--- config.mk ---
export PLATFORM = sky130hd
export DESIGN_NAME = dt_param_engine
export DESIGN_NICKNAME = d
export VERILOG_FILES = /design/src/rtl/dt_param_engine.sv
export SDC_FILE = /design/constraint.sdc
export NUM_CORES = 1
export LEC_CHECK = 0
export CAP_MARGIN = 20
export CORE_MARGIN = 4
export CORE_UTILIZATION = 51
export CTS_CLUSTER_DIAMETER = 120
export DETAILED_ROUTE_END_ITERATION = 12
export PLACE_DENSITY = 0.77
export REMOVE_ABC_BUFFERS = 1
export SLEW_MARGIN = 20
export SYNTH_ARGS = -nofsm -noshare
export SYNTH_HDL_FRONTEND = slang
export SYNTH_SLANG_ARGS = --single-unit
--- constraint.sdc ---
create_clock -name clk -period 4.1 [get_ports clk]
set_input_delay 0.41 -clock clk [delete_from_list [all_inputs] [get_ports clk]]
set_output_delay 0.41 -clock clk [all_outputs]
set_load 0.01 [all_outputs]
--- src/rtl/dt_param_engine.sv ---
// Two-pass chamfer distance-transform engine: reads a packed binary image from STI ROM
// and writes the saturated chessboard or city-block distance to background into RES RAM.
module dt_param_engine #(
    parameter int W_LOG2  = 7,
    parameter int H_LOG2  = 7,
    parameter int SW_LOG2 = 4,
    parameter int DIST_W  = 8
) (
    input  logic                              clk,
    input  logic                              reset,
    input  logic                              start,
    input  logic                              mode,
    output logic                              busy,
    output logic                              done,
    output logic                              sti_rd,
    output logic [W_LOG2+H_LOG2-SW_LOG2-1:0]  sti_addr,
    input  logic [(1<<SW_LOG2)-1:0]           sti_di,
    output logic                              res_rd,
    output logic                              res_wr,
    output logic [W_LOG2+H_LOG2-1:0]          res_addr,
    output logic [DIST_W-1:0]                 res_do,
    input  logic [DIST_W-1:0]                 res_di
);

    localparam int SW   = 1 << SW_LOG2;
    localparam int RA_W = W_LOG2 + H_LOG2;
    localparam logic [DIST_W-1:0] DMAX = '1;

    // Neighbour offset codes for row/column: minus one, zero, plus one.
    localparam logic [1:0] OFF_M = 2'd0;
    localparam logic [1:0] OFF_Z = 2'd1;
    localparam logic [1:0] OFF_P = 2'd2;

    typedef enum logic [2:0] {
        IDLE, FETCH, FWD_RD, FWD_WR, BWD_RD, BWD_WR, DONE_ST
    } state_t;

    state_t              state, state_n;
    logic                mode_q, mode_n;
    logic [RA_W-1:0]     pos, pos_n;
    logic [SW-1:0]       word_q, word_n;
    logic [2:0]          slot, slot_n;
    logic [DIST_W-1:0]   min_q, min_n;
    logic [DIST_W-1:0]   self_q, self_n;

    logic [H_LOG2-1:0]   row, nbr_row;
    logic [W_LOG2-1:0]   col, nbr_col;
    logic [SW_LOG2-1:0]  pix, pix_n;
    logic [1:0]          dr, dc;
    logic                in_img, rd_slot;
    logic [DIST_W-1:0]   rd_val, new_min, inc, bwd_val;
    logic [DIST_W:0]     sum;

    assign row   = pos[RA_W-1:W_LOG2];
    assign col   = pos[W_LOG2-1:0];
    assign pix   = col[SW_LOG2-1:0];
    assign pix_n = pix + 1'b1;

    // Neighbour selection per read slot; backward slot 0 is the pixel itself.
    always_comb begin
        dr = OFF_Z;
        dc = OFF_Z;
        if (state == FWD_RD) begin
            if (mode_q) begin
                case (slot)
                    3'd0:    dr = OFF_M;
                    3'd1:    dc = OFF_M;
                    default: ;
                endcase
            end else begin
                case (slot)
                    3'd0:    begin dr = OFF_M; dc = OFF_M; end
                    3'd1:    dr = OFF_M;
                    3'd2:    begin dr = OFF_M; dc = OFF_P; end
                    3'd3:    dc = OFF_M;
                    default: ;
                endcase
            end
        end else if (state == BWD_RD) begin
            if (mode_q) begin
                case (slot)
                    3'd1:    dc = OFF_P;
                    3'd2:    dr = OFF_P;
                    default: ;
                endcase
            end else begin
                case (slot)
                    3'd1:    dc = OFF_P;
                    3'd2:    begin dr = OFF_P; dc = OFF_M; end
                    3'd3:    dr = OFF_P;
                    3'd4:    begin dr = OFF_P; dc = OFF_P; end
                    default: ;
                endcase
            end
        end
    end

    assign nbr_row = (dr == OFF_M) ? row - 1'b1 : (dr == OFF_P) ? row + 1'b1 : row;
    assign nbr_col = (dc == OFF_M) ? col - 1'b1 : (dc == OFF_P) ? col + 1'b1 : col;
    assign in_img  = !((dr == OFF_M && row == '0) || (dr == OFF_P && &row) ||
                       (dc == OFF_M && col == '0) || (dc == OFF_P && &col));
    assign rd_slot = (state == FWD_RD) || (state == BWD_RD);

    // Pixels outside the image count as background (distance 0).
    assign rd_val  = in_img ? res_di : '0;
    assign new_min = (rd_val < min_q) ? rd_val : min_q;
    assign sum     = {1'b0, min_q} + 1'b1;
    assign inc     = sum[DIST_W] ? DMAX : sum[DIST_W-1:0];
    assign bwd_val = (self_q < inc) ? self_q : inc;

    // Control handshake: start is honoured only while busy is low; busy stays high from the
    // cycle after acceptance through the single-cycle done pulse, then drops with done.
    always_comb begin
        state_n = state;
        mode_n  = mode_q;
        pos_n   = pos;
        word_n  = word_q;
        slot_n  = slot;
        min_n   = min_q;
        self_n  = self_q;
        case (state)
            IDLE: begin
                if (start) begin
                    state_n = FETCH;
                    mode_n  = mode;
                    pos_n   = '0;
                    slot_n  = '0;
                    min_n   = DMAX;
                end
            end
            FETCH: begin
                word_n  = sti_di;
                slot_n  = '0;
                min_n   = DMAX;
                state_n = sti_di[SW-1] ? FWD_RD : FWD_WR;
            end
            FWD_RD: begin
                min_n  = new_min;
                slot_n = slot + 3'd1;
                if (slot == (mode_q ? 3'd1 : 3'd3)) state_n = FWD_WR;
            end
            FWD_WR: begin
                slot_n = '0;
                min_n  = DMAX;
                if (&pos) begin
                    state_n = BWD_RD;
                end else begin
                    pos_n = pos + 1'b1;
                    if (&pix)               state_n = FETCH;
                    else if (word_q[~pix_n]) state_n = FWD_RD;
                    else                     state_n = FWD_WR;
                end
            end
            BWD_RD: begin
                if (slot == 3'd0) begin
                    self_n = res_di;
                    min_n  = DMAX;
                    if (res_di == '0) begin
                        if (pos == '0) state_n = DONE_ST;
                        else           pos_n   = pos - 1'b1;
                    end else begin
                        slot_n = 3'd1;
                    end
                end else begin
                    min_n  = new_min;
                    slot_n = slot + 3'd1;
                    if (slot == (mode_q ? 3'd2 : 3'd4)) state_n = BWD_WR;
                end
            end
            BWD_WR: begin
                slot_n = '0;
                if (pos == '0) begin
                    state_n = DONE_ST;
                end else begin
                    pos_n   = pos - 1'b1;
                    state_n = BWD_RD;
                end
            end
            DONE_ST: state_n = IDLE;
            default: state_n = IDLE;
        endcase
    end

    always_ff @(posedge clk or negedge reset) begin
        if (!reset) begin
            state  <= IDLE;
            mode_q <= 1'b0;
            pos    <= '0;
            word_q <= '0;
            slot   <= '0;
            min_q  <= '0;
            self_q <= '0;
        end else begin
            state  <= state_n;
            mode_q <= mode_n;
            pos    <= pos_n;
            word_q <= word_n;
            slot   <= slot_n;
            min_q  <= min_n;
            self_q <= self_n;
        end
    end

    always_comb begin
        busy     = (state != IDLE);
        done     = (state == DONE_ST);
        sti_rd   = (state == FETCH);
        sti_addr = (state == FETCH) ? pos[RA_W-1:SW_LOG2] : '0;
        res_rd   = rd_slot && in_img;
        res_wr   = (state == FWD_WR) || (state == BWD_WR);
        res_addr = '0;
        if (rd_slot && in_img) res_addr = {nbr_row, nbr_col};
        else if (rd_slot || res_wr) res_addr = pos;
        res_do = '0;
        if (state == FWD_WR)      res_do = word_q[~pix] ? inc : '0;
        else if (state == BWD_WR) res_do = bwd_val;
    end

endmodule

After elaboration in Yosys (flattened, before gate mapping)
Cells that the tools add are included.

cells by class
  equality and inequality tests = 23
  shift operators = 0
  multipliers = 0
  order comparisons = 4
  div/mod/pow operators = 0
  mux-type cells = 61
  reductions and logical operators = 40
  bitwise logic cells = 2
  add/sub/neg operators = 9

operator list
  cell                                                                   number
  14-bit two-way mux                                                     7
  8-bit two-way mux                                                      9
  14-bit one-hot mux with 4 select lines                                 1
  3-bit two-way mux                                                      11
  8-bit one-hot mux with 4 select lines                                  1
  2-bit two-way mux                                                      14
  7-bit two-way mux                                                      4
  3-bit one-hot mux with 6 select lines                                  1
  8-bit < comparator                                                     2
  14-bit by 1-bit adder with 14-bit output, second input constant        1
  7-bit by 1-bit adder with 7-bit output, second input constant          2
  14-bit logical NOT                                                     1
  7-bit logical NOT                                                      2
  14-bit AND reduction                                                   1
  7-bit AND reduction                                                    2
  14-bit by 1-bit subtractor with 14-bit output, second input constant   1
  7-bit by 1-bit subtractor with 7-bit output, second input constant     2
  3-bit by 2-bit equality test with 1-bit output, second input constant  4
  3-bit equality test, second input constant                             4
  3-bit one-hot mux with 4 select lines                                  1
  4-bit nonzero test                                                     3
  4-bit by 5-bit < comparator with 1-bit output, second input constant   2
  10-bit two-way mux                                                     1
  5-bit AND reduction                                                    2
  other kinds (28)                                                       60

word-level totals
  memories = 0
  bits in latches = 0
  ROM bits = 0
  word-level logic and storage cells = 146
  RAM bits = 0
  register bits = 53

Depth between registers and ports, before layout
  word-level depth = 16
  gate-level depth with buffers = 16
  gate-level depth less buffers = 15

Worst setup path after synthesis
OpenSTA, ideal clock, no wires.

  kind = register -> register
  start = register pos[0]
  end = register min_q[1]
  data required time = 4033 ps
  library setup time = 67 ps
  data arrival time = 4223 ps
  period minus slack after synthesis = 4290 ps
  setup slack = -190 ps
  cell stages (with the launch flop) = 17
  cell sequence = dfrtp_1 > clkbuf_1 > clkbuf_1 > inv_1 > ha_1 > inv_1 > or4b_4 > o31ai_4 > nor2_4 > and2_1 > ha_1 > nand3_1 > nor3_1 > or4_1 > o21bai_2 > a2111oi_4 > a221o_1

between the ends
  cells in the longest elaborated chain, start to end = 9
  elaborated cells on any way between the ends = 11

RTL lines
  element                                  RTL line  source
  from (decl)                              40        logic [RA_W-1:0] pos, pos_n;
  from (signal assigned)                   196       pos <= pos_n;
  7-bit logical NOT                        101       (dc == OFF_M && col == '0) || (dc == OFF_P && &col));
  1-bit logical AND                        101
  1-bit logical OR                         100       assign in_img = !((dr == OFF_M && row == '0) || (dr == OFF_P && &row) ||
  1-bit logical OR *                       101
  8-bit two-way mux *                      105       assign rd_val = in_img ? res_di : '0;
  8-bit < comparator                       106       assign new_min = (rd_val < min_q) ? rd_val : min_q;
  8-bit two-way mux *                      106
  8-bit two-way mux                        155       if (slot == 3'd0) begin
  8-bit one-hot mux with 4 select lines *  121       case (state)
  to (signal assigned)                     199       min_q <= min_n;
  to (decl)                                43        logic [DIST_W-1:0] min_q, min_n;

Every way passes the cells marked *; elsewhere a longest branch is shown, timed or not.
A chain may end at the register's enable or synchronous reset.

Worst setup path in the final report
  start = register min_q[1]
  end = output res_do[1]

between the ends
  cells in the longest elaborated chain, start to end = 6
  elaborated cells on any way between the ends = 7

RTL lines
  element                                   RTL line  source
  8-bit by 1-bit adder with 9-bit output *  107       assign sum = {1'b0, min_q} + 1'b1;
  8-bit two-way mux *                       108       assign inc = sum[DIST_W] ? DMAX : sum[DIST_W-1:0];
  8-bit < comparator                        109       assign bwd_val = (self_q < inc) ? self_q : inc;
  8-bit two-way mux                         109
  8-bit two-way mux                         216       else if (state == BWD_WR) res_do = bwd_val;
  8-bit two-way mux *                       215       if (state == FWD_WR) res_do = word_q[~pix] ? inc : '0;
  to (decl)                                 21        output logic [DIST_W-1:0] res_do,

Marked as above.

==> results.py <==
metrics = {
    "run_status": {
        "status": "finished, final reports clean",
    },
    "layout": {
        "final_common_cell": "nand2_1",
        "utilization": 0.641,
        "layout_common_cells": "nand2_1, clkdlybuf4s50_1, dfrtp_1",
        "fin_cells": 751,
        "insertedDiodeCount": 0,
        "fin_area_um2": 5980,
        "nets": 687,
        "syn_to_final_growth_pct": 21.3,
        "drive_gt1_frac": 0.174,
    },
    "synthesis": {
        "ys_warn_count": 0,
        "synth-adder-area-share": 0.0979,
        "synth_cell_type_count": 76,
        "synth_area_leaders": "dfrtp_1, ha_1, mux2_2, nand2_1, mux2i_1",
        "synth-compound-area-share": 0.208,
        "synthFlopType": "dfrtp_1",
        "ys_async_sr_fraction": 1.00,
        "syn_area_per_cell_um2": 8.97,
        "syn-instance-count": 550,
        "synth_top_family_by_area": "simple AND/OR/NAND/NOR gates",
        "netlist_area_um2": 4930,
        "netlist.area_leader.share": 0.269,
        "synth_edf_count": 0,
        "synth_xor_area_frac": 0.0249,
        "synth_seq_cells": 53,
        "muxShareOfSynthArea": 0.132,
        "synth_top_cell_by_area": "dfrtp_1",
        "synthSimpleGateAreaFrac": 0.209,
        "yosysSeqAreaShare": 0.269,
    },
    "setup_path": {
        "worst_ep_required_time_ns": 3.69,
        "r2r_setup_slack_ns": 0.22,
        "r2r-start": "pos[1]",
        "cp-start-kind": "flop",
        "critPathMostFrequentCell": "nand2_1",
        "end_kind": "output port",
        "crit_buf_inv": 3,
        "crit_path_end": "res_do[1]",
        "crit_chain": "ha_2 -> and3_4 -> nand2_1 -> or2_4 -> nand2_1 -> inv_1 -> ha_1 -> o21ai_0 -> nand2b_1 -> a21oi_2 -> a31oi_4 -> a32o_2 -> buf_4 -> a22o_1 -> dlygate4sd2_1",
        "worstRegToRegCells": 14,
        "critical-path-max-stage-delay_ns": 0.43,
        "critPathArrivalTime_ns": 3.55,
        "crit_fanout": 6,
        "slowest_stage": "dfrtp_1",
        "crit_type": "flop to output port",
        "r2r-end": "min_q[2]",
        "cp-startpoint": "min_q[1]",
        "crit_cells": 15,
        "cp_top_family": "compound AO/OA/AOI/OAI gates",
    },
    "die": {
        "die_w_um": 106,
        "dieArea_um2": 11300,
        "initial_core_util": 0.529,
        "core_area_um2": 9330,
        "ios": 65,
        "fp.dieH_um": 106,
        "row_count": 35,
    },
    "cts": {
        "cts_hold_buf": 0,
        "insertion_delay_ns": 0.33,
        "root_buffer": "clkbuf_8",
        "clk_pin_slew_ns": 0.11,
        "cts_buffers": 5,
        "clockBufferDepth": 2,
        "cts_tree": "built",
        "cts_sinks": 53,
        "htree_levels": 2,
    },
    "sta": {
        "fin_tns_setup_ns": 0,
        "holdWs_ns": 0.192,
        "rsz0062_at_grt": "false",
        "finalHoldViolCount": 0,
        "finalWorstSetupSlack_ns": 0.140,
        "setup_viol_count_final": 0,
        "clock.fmax_ghz": 0.252,
        "relSlewSlack": 0.345,
        "fin_crit_ns": 3.96,
        "slew_viol_final": 0,
        "tightest_slew_ns": 0.982,
        "fin_skew_ns": 0.0113,
        "fin_crit_sh": 0.966,
    },
    "drt": {
        "via_per_inst": 6.07,
        "drtIter0Drc": 254,
        "via_count": 4562,
        "dr.pass1.iters": 5,
        "drt-total-wl_um": 13200,
        "ant_nets": 0,
        "drc": 0,
        "wl_per_cell_um": 17.6,
    },
    "grt": {
        "met3_usage": 0.0376,
        "grt_first_pass_wirelength_um": 22200,
        "top_usage_layer": "met2",
        "grt_usage": 0.241,
        "antenna_found_initial": 0,
        "grt.met1_usage": 0.323,
        "grt_pass1_vias": 4454,
        "grt_start_max_net_pins": 54,
        "grt-ovfl-total": 0,
        "gr-usage-met2": 0.402,
    },
    "power": {
        "leakagePower_nw": 2.71,
        "p_per_area_nw_per_um2": 642,
        "vdd_ir_drop_max_v": 0.000285,
        "design_power_total_mw": 3.84,
    },
    "placed_design": {
        "dp_slack_ns": 0.123,
        "placed_cells": 736,
        "gp_congestion": 0.918,
        "place_area_um2": 5760,
        "hpwl_um": 9770,
        "numPortBuffers": 64,
    },
    "job": {
        "cap_viol_max_count": 0,
    },
    "worst_hold_path": {
        "hp-class": "input port to async pin",
    },
}
==> worst min-delay path by stage <==
stage	start	to	slack, ns	depth (start not counted)
floorplan	reset	min_q[0]	0.11	0
global placement	word_q[11]	word_q[11]	0.50	1
detailed placement	word_q[12]	word_q[12]	0.52	1
CTS	reset	min_q[4]	0.23	2
global route	reset	self_q[5]	0.27	2
finish	reset	min_q[6]	0.19	2
==> cells by family (layout without fill, tap and decap cells) <==
| family | after synthesis | in the layout |
|---|---|---|
| flops | 53 | 53 |
| fa+ha+maj | 38 | 38 |
| simple gates | 196 | 196 |
| xor+xnor | 14 | 14 |
| mux | 51 | 51 |
| compound gates | 134 | 134 |
| buf+inv | 64 | 136 |
==> flip-flops by register name, indices dropped and copies added (netlist names) <==
signal and count:
mode_q 1, self_q 8, word_q 16, pos 14
slot 3, state 3, min_q 8
==> synthesized netlist by cell type, types with 7 or more instances <==
| master | number |
|---|---|
| a21oi_1 | 26 |
| a221o_1 | 7 |
| a22o_1 | 10 |
| and2_1 | 21 |
| clkbuf_1 | 17 |
| dfrtp_1 | 53 |
| ha_1 | 37 |
| inv_1 | 31 |
| mux2_2 | 28 |
| mux2i_1 | 15 |
| nand2_1 | 62 |
| nand2b_1 | 8 |
| nand3_1 | 14 |
| nand3b_1 | 7 |
| nor2_1 | 25 |
| nor2b_1 | 8 |
| nor3_1 | 16 |
| o21a_1 | 8 |
| o21ai_0 | 19 |
| o31ai_1 | 14 |
| xnor2_1 | 9 |
==> metal layers <==
layer | share of wire | up-vias
met5 | 0 | -
met4 | 0.025 | 0
met3 | 0.051 | 34
met2 | 0.48 | 133
met1 | 0.44 | 2235
li1 | - | 2160
==> repair_timing <==
| item | in CTS | in global routing |
|---|---|---|
| setup endpoints to repair | 9 | 23 |
| resized for setup | 5 | 19 |
| cloned | 0 | 0 |
| buffers inserted | 1 | 5 |
| pin swaps | 2 | 6 |
==> where the power goes <==
part / total (mW) / internal, mW / switching [mW] / leakage (nW)
registers: 0.842 / 0.681 / 0.161 / 0.648
logic: 2.65 / 1.28 / 1.37 / 2.01
clock network: 0.347 / 0.129 / 0.219 / 0.0506
total: 3.84 / 2.09 / 1.75 / 2.71
==> area by class of cell <==
class	count	area, um^2
Sequential cell	53	1330
Timing Repair Buffer	96	892
Multi-Input combinational cell	433	3380
Clock inverter	3	28.8
Fill cell	761	3340
Clock buffer	5	68.8
Tap cell	129	161
Inverter	32	123
Power figures use the tool's default switching activity.
